`config.mk`:
```
export PLATFORM = sky130hd
export DESIGN_NAME = uart_rx_fifo
export DESIGN_NICKNAME = d
export VERILOG_FILES = /design/src/rtl/uart_pkg.sv /design/src/rtl/sync_fifo.sv /design/src/rtl/uart_rx_fifo.sv
export SDC_FILE = /design/constraint.sdc
export NUM_CORES = 1
export LEC_CHECK = 0
export ABC_AREA = 1
export CORE_UTILIZATION = 61
export CTS_BUF_LIST = sky130_fd_sc_hd__clkbuf_8 sky130_fd_sc_hd__clkbuf_16
export DETAILED_ROUTE_END_ITERATION = 7
export PLACE_DENSITY = 0.79
export SLEW_MARGIN = 20
export SYNTH_ARGS = -nofsm -noshare
export SYNTH_HDL_FRONTEND = slang
export SYNTH_HIERARCHICAL = 1
export SYNTH_SLANG_ARGS = --single-unit
```
`constraint.sdc`:
```
create_clock -name clk -period 3.6 [get_ports clk]
set_input_delay 0.72 -clock clk [delete_from_list [all_inputs] [get_ports clk]]
set_output_delay 0.72 -clock clk [all_outputs]
set_load 0.005 [all_outputs]
```
`src/rtl/uart_pkg.sv`:
```
// Shared UART types and constants.
// Imported by the receive front end and its FIFO.
package uart_pkg;

  localparam int UART_DATA_W      = 8;
  localparam int DEF_CLKS_PER_BIT = 434;
  localparam int DEF_DEPTH        = 16;

  typedef enum logic [1:0] {
    IDLE  = 2'd0,
    START = 2'd1,
    DATA  = 2'd2,
    STOP  = 2'd3
  } rx_state_t;

endpackage

```
`src/rtl/sync_fifo.sv`:
```
// Show-ahead FIFO, head word visible on dout.
// Level counter is kept apart from the wrapping pointers.
module sync_fifo #(
  parameter int WIDTH = 8,
  parameter int DEPTH = 16
) (
  input  logic                     clk,
  input  logic                     rst,
  input  logic                     push,
  input  logic                     pop,
  input  logic [WIDTH-1:0]         din,
  output logic [WIDTH-1:0]         dout,
  output logic                     empty,
  output logic                     full,
  output logic [$clog2(DEPTH):0]   level
);

  localparam int AW = $clog2(DEPTH);
  localparam int LW = AW + 1;

  logic [WIDTH-1:0] r_mem [DEPTH];
  logic [AW-1:0]    r_wptr;
  logic [AW-1:0]    r_rptr;
  logic [LW-1:0]    r_level;
  logic             w_pop;
  logic             w_push;

  assign empty  = (r_level == '0);
  assign full   = (r_level == LW'(DEPTH));
  assign w_pop  = pop & ~empty;
  assign w_push = push & (~full | w_pop);
  assign level  = r_level;
  assign dout   = empty ? '0 : r_mem[r_rptr];

  // storage write, no reset needed on the array
  always_ff @(posedge clk) begin
    if (w_push) r_mem[r_wptr] <= din;
  end

  // pointers and occupancy
  always_ff @(posedge clk) begin
    if (rst) begin
      r_wptr  <= '0;
      r_rptr  <= '0;
      r_level <= '0;
    end else begin
      if (w_push) r_wptr <= r_wptr + 1'b1;
      if (w_pop)  r_rptr <= r_rptr + 1'b1;
      if (w_push && !w_pop)      r_level <= r_level + 1'b1;
      else if (w_pop && !w_push) r_level <= r_level - 1'b1;
    end
  end

endmodule

```
`src/rtl/uart_rx_fifo.sv`:
```
// UART 8N1 receiver feeding a show-ahead byte FIFO.
// Samples mid-bit, counted from the first low seen on the synchronised line.
module uart_rx_fifo
  import uart_pkg::*;
#(
  parameter int CLKS_PER_BIT = DEF_CLKS_PER_BIT,
  parameter int DEPTH        = DEF_DEPTH
) (
  input  logic                   clk,
  input  logic                   rst,
  input  logic                   rxd,
  input  logic                   uart_rdreq,
  output logic [UART_DATA_W-1:0] uart_in,
  output logic                   uart_empty,
  output logic [$clog2(DEPTH):0] rx_level,
  output logic                   frame_err,
  output logic                   overrun
);

  localparam int CW = $clog2(CLKS_PER_BIT);
  localparam logic [CW-1:0] LAST = CW'(CLKS_PER_BIT - 1);
  localparam logic [CW-1:0] MID  = CW'(CLKS_PER_BIT / 2 - 1);

  logic [1:0]             r_sync;
  rx_state_t              r_state;
  logic [CW-1:0]          r_cnt;
  logic [2:0]             r_idx;
  logic [UART_DATA_W-1:0] r_shift;
  logic                   r_frame_err;
  logic                   r_overrun;
  logic                   w_rxd_s;
  logic                   w_stop_tick;
  logic                   w_push_req;
  logic                   w_pop_ok;
  logic                   w_full;

  assign w_rxd_s     = r_sync[1];
  assign w_stop_tick = (r_state == STOP) && (r_cnt == LAST);
  assign w_push_req  = w_stop_tick & w_rxd_s;
  assign w_pop_ok    = uart_rdreq & ~uart_empty;
  assign frame_err   = r_frame_err;
  assign overrun     = r_overrun;

  // two-flop synchroniser, idles high
  always_ff @(posedge clk) begin
    if (rst) r_sync <= 2'b11;
    else     r_sync <= {r_sync[0], rxd};
  end

  // frame receiver: start check at half bit, then one full bit per sample
  always_ff @(posedge clk) begin
    if (rst) begin
      r_state <= IDLE;
      r_cnt   <= '0;
      r_idx   <= '0;
      r_shift <= '0;
    end else begin
      unique case (r_state)
        IDLE: begin
          r_cnt <= '0;
          if (!w_rxd_s) r_state <= START;
        end
        START: begin
          if (r_cnt == MID) begin
            r_cnt   <= '0;
            r_idx   <= '0;
            r_state <= w_rxd_s ? IDLE : DATA;
          end else begin
            r_cnt <= r_cnt + 1'b1;
          end
        end
        DATA: begin
          if (r_cnt == LAST) begin
            r_shift[r_idx] <= w_rxd_s;
            r_cnt          <= '0;
            r_idx          <= r_idx + 1'b1;
            if (r_idx == 3'd7) r_state <= STOP;
          end else begin
            r_cnt <= r_cnt + 1'b1;
          end
        end
        STOP: begin
          if (r_cnt == LAST) begin
            r_cnt   <= '0;
            r_state <= IDLE;
          end else begin
            r_cnt <= r_cnt + 1'b1;
          end
        end
        default: r_state <= IDLE;
      endcase
    end
  end

  // framing error pulse and sticky overrun flag
  always_ff @(posedge clk) begin
    if (rst) begin
      r_frame_err <= 1'b0;
      r_overrun   <= 1'b0;
    end else begin
      r_frame_err <= w_stop_tick & ~w_rxd_s;
      if (w_push_req && w_full && !w_pop_ok) r_overrun <= 1'b1;
    end
  end

  sync_fifo #(
    .WIDTH (UART_DATA_W),
    .DEPTH (DEPTH)
  ) u_fifo (
    .clk   (clk),
    .rst   (rst),
    .push  (w_push_req),
    .pop   (uart_rdreq),
    .din   (r_shift),
    .dout  (uart_in),
    .empty (uart_empty),
    .full  (w_full),
    .level (rx_level)
  );

endmodule

```
## After elaboration in Yosys (flattened, before gate mapping)

Memories as Yosys holds them, arrays and structs flattened. A register that Yosys moved wholly into a read port is not among the register bits.
Index checks and enable logic that the tools add are counted.

- Register bits: 39
- Memory bits (writable): 128
- Input bits: 4
- Logic and storage cells: 78
- Memories: 1

- Add/sub/neg operators: 6
- $lt $le $gt $ge: 2
- Eq/ne operators: 12
- Mux-type cells: 23
- Bitwise operators: 8
- Reduce and logical (&&, ||, !) cells: 16

Memory list:

| name | depth | width | read ports | clocked after memory_dff | write ports | RTL line | text |
|---|---|---|---|---|---|---|---|
| u_fifo.r_mem | 16 | 8 | 1 | 1 | 1 | sync_fifo.sv:21 | `logic [WIDTH-1:0] r_mem [DEPTH];` |

Operators by type and width:

| cell | count |
|---|---|
| 9-bit case mux with 3 select lines | 1 |
| 9-bit two-way mux | 2 |
| 2-bit two-way mux | 6 |
| 5-bit two-way mux | 2 |
| 9-bit by 1-bit adder with 9-bit output (second input constant) | 1 |
| 9-bit by 8-bit equality test with 1-bit output (second input constant) | 1 |
| 9-bit equality test (second input constant) | 1 |
| 4-bit by 1-bit adder with 4-bit output (second input constant) | 2 |
| 8-bit bitwise mux | 1 |
| 4-bit two-way mux | 2 |
| 8-bit two-way mux | 1 |
| 2-bit inequality test (second input constant) | 4 |
| 2-bit case mux with 4 select lines | 1 |
| 1-bit logical AND | 6 |
| 3-bit two-way mux | 2 |
| 3-bit case mux with 2 select lines | 1 |
| 5-bit by 1-bit adder with 5-bit output (second input constant) | 1 |
| 5-bit equality test (second input constant) | 1 |
| 5-bit logical NOT | 1 |
| 5-bit AND reduction | 1 |
| 5-bit by 1-bit subtractor with 5-bit output (second input constant) | 1 |
| 1-bit AND | 4 |
| 2-bit equality test (second input constant) | 2 |
| 3-bit by 4-bit < comparator with 1-bit output (second input constant) | 1 |
| 15 further kinds | 21 |

## Depth between registers and ports, before layout

- Depth after elaboration: 9
- Gate-level depth with buffers: 20
- Mapped depth without buffers: 20

## Modules after synthesis

The synthesis kept the hierarchy.

By module, submodules not included:

| module | times used | cells an instance | area each (sq um) | sequential area each (sq um) |
|---|---|---|---|---|
| sync_fifo | 1 | 550 | 6,124.6 | 4,184.0 |
| uart_rx_fifo | 1 | 191 | 1,340.0 | 520.5 |

## Least setup slack after synthesis

No wires, ideal clock.

- Path kind: register to register
- From: register r_cnt[0]
- To: register u_fifo.r_level[4], in the netlist u_fifo/level[4]
- Setup time: 70 ps
- Arrival: 2,519 ps
- Required time: 3,530 ps
- Slack: 1,011 ps
- Cell stages (with the launch flop): 19
- Path buffers: 0
- Cells stage by stage: dfxtp_1 > ha_1 > nand2_1 > nor2_2 > nand2_4 > nor2_1 > inv_1 > nor2_1 > nand2_1 > inv_1 > ha_1 > inv_1 > ha_1 > or2_2 > nand2_1 > nand2b_1 > nand2_1 > nand2_1 > a21oi_1

- Word-level cells in the longest chain between the ends: 7

Ends and longest elaborated chain:

| what | RTL line | text |
|---|---|---|
| start: declaration | uart_rx_fifo.sv:26 | `logic [CW-1:0] r_cnt;` |
| start signal: assignment | uart_rx_fifo.sv:69 | `r_cnt <= r_cnt + 1'b1;` |
| start signal: assignment | uart_rx_fifo.sv:79 | `r_cnt <= r_cnt + 1'b1;` |
| start signal: assignment | uart_rx_fifo.sv:87 | `r_cnt <= r_cnt + 1'b1;` |
| 9-bit equality test (*) | uart_rx_fifo.sv:38 | `assign w_stop_tick = (r_state == STOP) && (r_cnt == LAST);` |
| 1-bit logical AND (*) | uart_rx_fifo.sv:38 |  |
| 1-bit AND (*) | uart_rx_fifo.sv:39 | `assign w_push_req = w_stop_tick & w_rxd_s;` |
| named net w_push_req | uart_rx_fifo.sv:33 | `logic w_push_req;` |
| 1-bit AND (*) | sync_fifo.sv:31 | `assign w_push = push & (~full \| w_pop);` |
| named net u_fifo.w_push | sync_fifo.sv:26 | `logic w_push;` |
| 1-bit logical NOT | sync_fifo.sv:50 | `else if (w_pop && !w_push) r_level <= r_level - 1'b1;` |
| 1-bit logical AND | sync_fifo.sv:50 |  |
| 2-bit nonzero test (no source line) | - |  |
| end signal: assignment | sync_fifo.sv:49 | `if (w_push && !w_pop) r_level <= r_level + 1'b1;` |
| end signal: assignment | sync_fifo.sv:50 |  |
| end: declaration | sync_fifo.sv:24 | `logic [LW-1:0] r_level;` |

Mark *: on every way through the listed nets, which the timed path passes. The rest lies on a longest branch.
A chain may end at the register's enable or synchronous reset.

==> flow_metrics.py <==
metrics = {
    "power_and_ir_drop": {
        "ir_drop_mv": 0.2937,
        "leakagePower_nw": 3.291,
        "power.density_nw_per_um2": 482.8,
    },
    "timing": {
        "setup_viol": 0,
        "worst_pin_slew_ns": 1.109,
        "period_minus_slack_ns": 3.388,
        "grt_setup_unrepaired": "no",
        "hold_viol_final": 0,
        "slew_headroom_pct": 26.01,
        "finClkSkew_ns": 0.007132,
        "finalCritPeriodShare_pct": 94.10,
        "hold_slack_ns": 0.4079,
        "setup_tns_ns": 0,
        "fmax_ghz": 0.2952,
        "drv_slew": 0,
    },
    "cts": {
        "clock_sinks": 171,
        "htree_levels": 4,
        "ctsResizeCount": 0,
        "cts_made_buffers": 17,
        "tritoncts": "yes",
        "clkLatencyLatePin_ns": 0.42,
        "cts_root_buffer": "clkbuf_16",
        "clk_path_buf_depth": 2,
        "path_clk_slew_ns": 0.06,
        "cts.hold.buffers_added": 0,
        "cts_setup_buffers": 0,
    },
    "finish": {
        "fill_cells": 877,
        "nets": 781,
        "area_delta_synth_final_pct": 11.36,
        "layout_common_cells": "nand2_1, edfxtp_1, nand3_1",
        "num_antenna_cells": 0,
        "drive_above_1_share_pct": 8.129,
        "final_common_cell": "nand2_1",
    },
    "logic_synthesis": {
        "ys_types": 32,
        "synthCells": 741,
        "synth-seq-cells": 171,
        "avgSynthCellArea_um2": 10.07,
        "synth_warnings": 6,
        "synth_area_um2": 7465,
        "synth_nets": 760,
        "synth_top_area_share_pct": 51.49,
        "synth_area_leaders": "edfxtp_1, dfxtp_1, nand2_1",
        "yosysSeqAreaShare_pct": 63.02,
        "synth_area_leader_cell": "edfxtp_1",
    },
    "placement": {
        "place.gp.congestion": 0.8639,
        "io_buffers": 19,
        "dp_hpwl_um": 9646,
    },
    "floorplanning": {
        "start_util_pct": 62.41,
        "die_y_um": 112.6,
        "die_x_um": 112.6,
        "top_level_ports": 20,
        "rows": 40,
        "coreArea_um2": 11960,
        "die_area_um2": 12680,
    },
    "detailed_routing": {
        "wl_um": 15060,
        "vias_per_cell": 5.612,
        "vias": 5174,
        "wl_met2_um": 7417,
        "wl_met1_um": 6266,
        "first_iter_violations": 397,
        "top_layer_used": "met4",
        "drc": 0,
        "dr.pass1.iters": 5,
        "post_drt_wl_per_cell_um": 16.33,
        "ant_nets": 0,
        "wl_met3_um": 1014,
    },
    "worst_setup_path": {
        "crit_path_start_kind": "flip-flop",
        "cp_data_arrival_time_ns": 2.67,
        "critPathMaxFanout": 32,
        "cp-end-kind": "primary output",
        "cp.required_ns": 2.88,
        "setup.worst_path.class": "reg -> out",
    },
    "grt": {
        "grt_antenna_before_repair": 0,
        "grt_usage_pct": 25.97,
        "grt_pass1_vias": 5074,
        "grt_pass1_wl_um": 24660,
        "grt_max_degree": 37,
        "grt-ovfl-total": 0,
    },
    "run": {
        "maxCapViolCount": 0,
    },
    "outcome": {
        "run_status": "finished clean",
    },
    "min_path": {
        "hold_path.class": "reg -> reg",
    },
}
-- critical path: stages (launching register included) --
cell,delay (ns)
dfxtp_1,0.31
inv_1,0.79
nand3_1,0.26
nand3_1,0.19
nand2_1,0.08
nand2_1,0.08
a21oi_1,0.07
clkdlybuf4s50_1,0.45
-- logic make-up after synthesis --
logic type / count (synthesis) / share of synthesized area, %
adders and majority gates: 15 / 2.615
xor gates and xnor gates: 12 / 1.408
buffers and inverters: 79 / 5.699
and+or+nand+nor: 422 / 24.17
DFF: 171 / 63.02
AOI/OAI and AO/OA: 42 / 3.084
-- worst paths after layout --
path / startpoint / end / slack [ns] / cells after the start
hold reg to reg: r_sync[0] / r_sync[1] / 0.41 / 1
setup reg to reg: r_cnt[0] / u_fifo/level[4] / 0.61 / 18
setup / recovery: flip-flop / uart_in[2] / 0.21 / 7
hold / removal: r_sync[0] / r_sync[1] / 0.41 / 1
-- metrics by stage --
stage               setup slack [ns]  power, mW  utilization, %  instances  instance area [µm²]
finish                        0.2122      4.014           69.50        922                 8313
global route                 0.04725      4.132           69.50        922                 8313
CTS                           0.2425      4.038           69.50        922                 8313
detailed placement            0.5105      2.193           64.32        890                 7694
global placement              0.6448      2.189           64.32        890                 7694
floorplan                      1.011      2.180               -        741                 7465
-- where the power goes --
group / total, mW / leakage, nW / internal [mW] / switching (mW)
Clock: 1.86 / 0.310 / 1.17 / 0.691
Combinational: 0.0480 / 1.14 / 0.0167 / 0.0313
Sequential: 2.10 / 1.84 / 2.10 / 0.00736
Total: 4.01 / 3.29 / 3.28 / 0.730
-- cell type report --
class / count / area [µm²] / area share [%]
Tap cell: 147 / 183.9 / 2.213
Clock inverter: 10 / 125.1 / 1.505
Timing Repair Buffer: 28 / 270.3 / 3.251
Multi-Input combinational cell: 491 / 2335 / 28.09
Inverter: 53 / 198.9 / 2.393
Sequential cell: 171 / 4706 / 56.61
Clock buffer: 22 / 494.2 / 5.945
-- metal layers --
layer  vias to the layer above  global-route usage (%)
li1                       2521                       -
met1                      2435                   32.78
met2                       191                   43.58
met3                        27                   4.968
met4                         0                   12.00
met5                         -                       0
-- cell usage after synthesis --
cell / instances
o21ai_2: 1
nor3_1: 3
o21ai_0: 8
dfxtp_1: 43
a21oi_1: 26
nor2_2: 3
nand4_1: 5
buf_6: 11
xor2_1: 9
clkinv_1: 1
o211ai_1: 2
xnor2_1: 3
fa_1: 1
clkbuf_1: 2
nor2_1: 67
nand2_1: 217
nand3_1: 113
o21ai_1: 4
or2_2: 3
buf_2: 6
inv_1: 45
ha_1: 14
clkbuf_8: 2
nand2b_1: 1
edfxtp_1: 128
nand2_2: 6
nor2_4: 3
nand2_4: 1
a21oi_4: 1
buf_4: 4
clkbuf_4: 1
inv_2: 7
-- sequential cells by signal, indices dropped and copies added (netlist names), named ones only --
signal / count
r_sync: 2
u_fifo/level: 5
u_fifo/r_wptr: 4
r_shift: 8
u_fifo/r_mem: 128
overrun: 1
frame_err: 1
r_cnt: 9
r_idx: 3
u_fifo/r_rptr: 4
r_state: 1
Note: power is estimated with default switching activity, not from simulation.
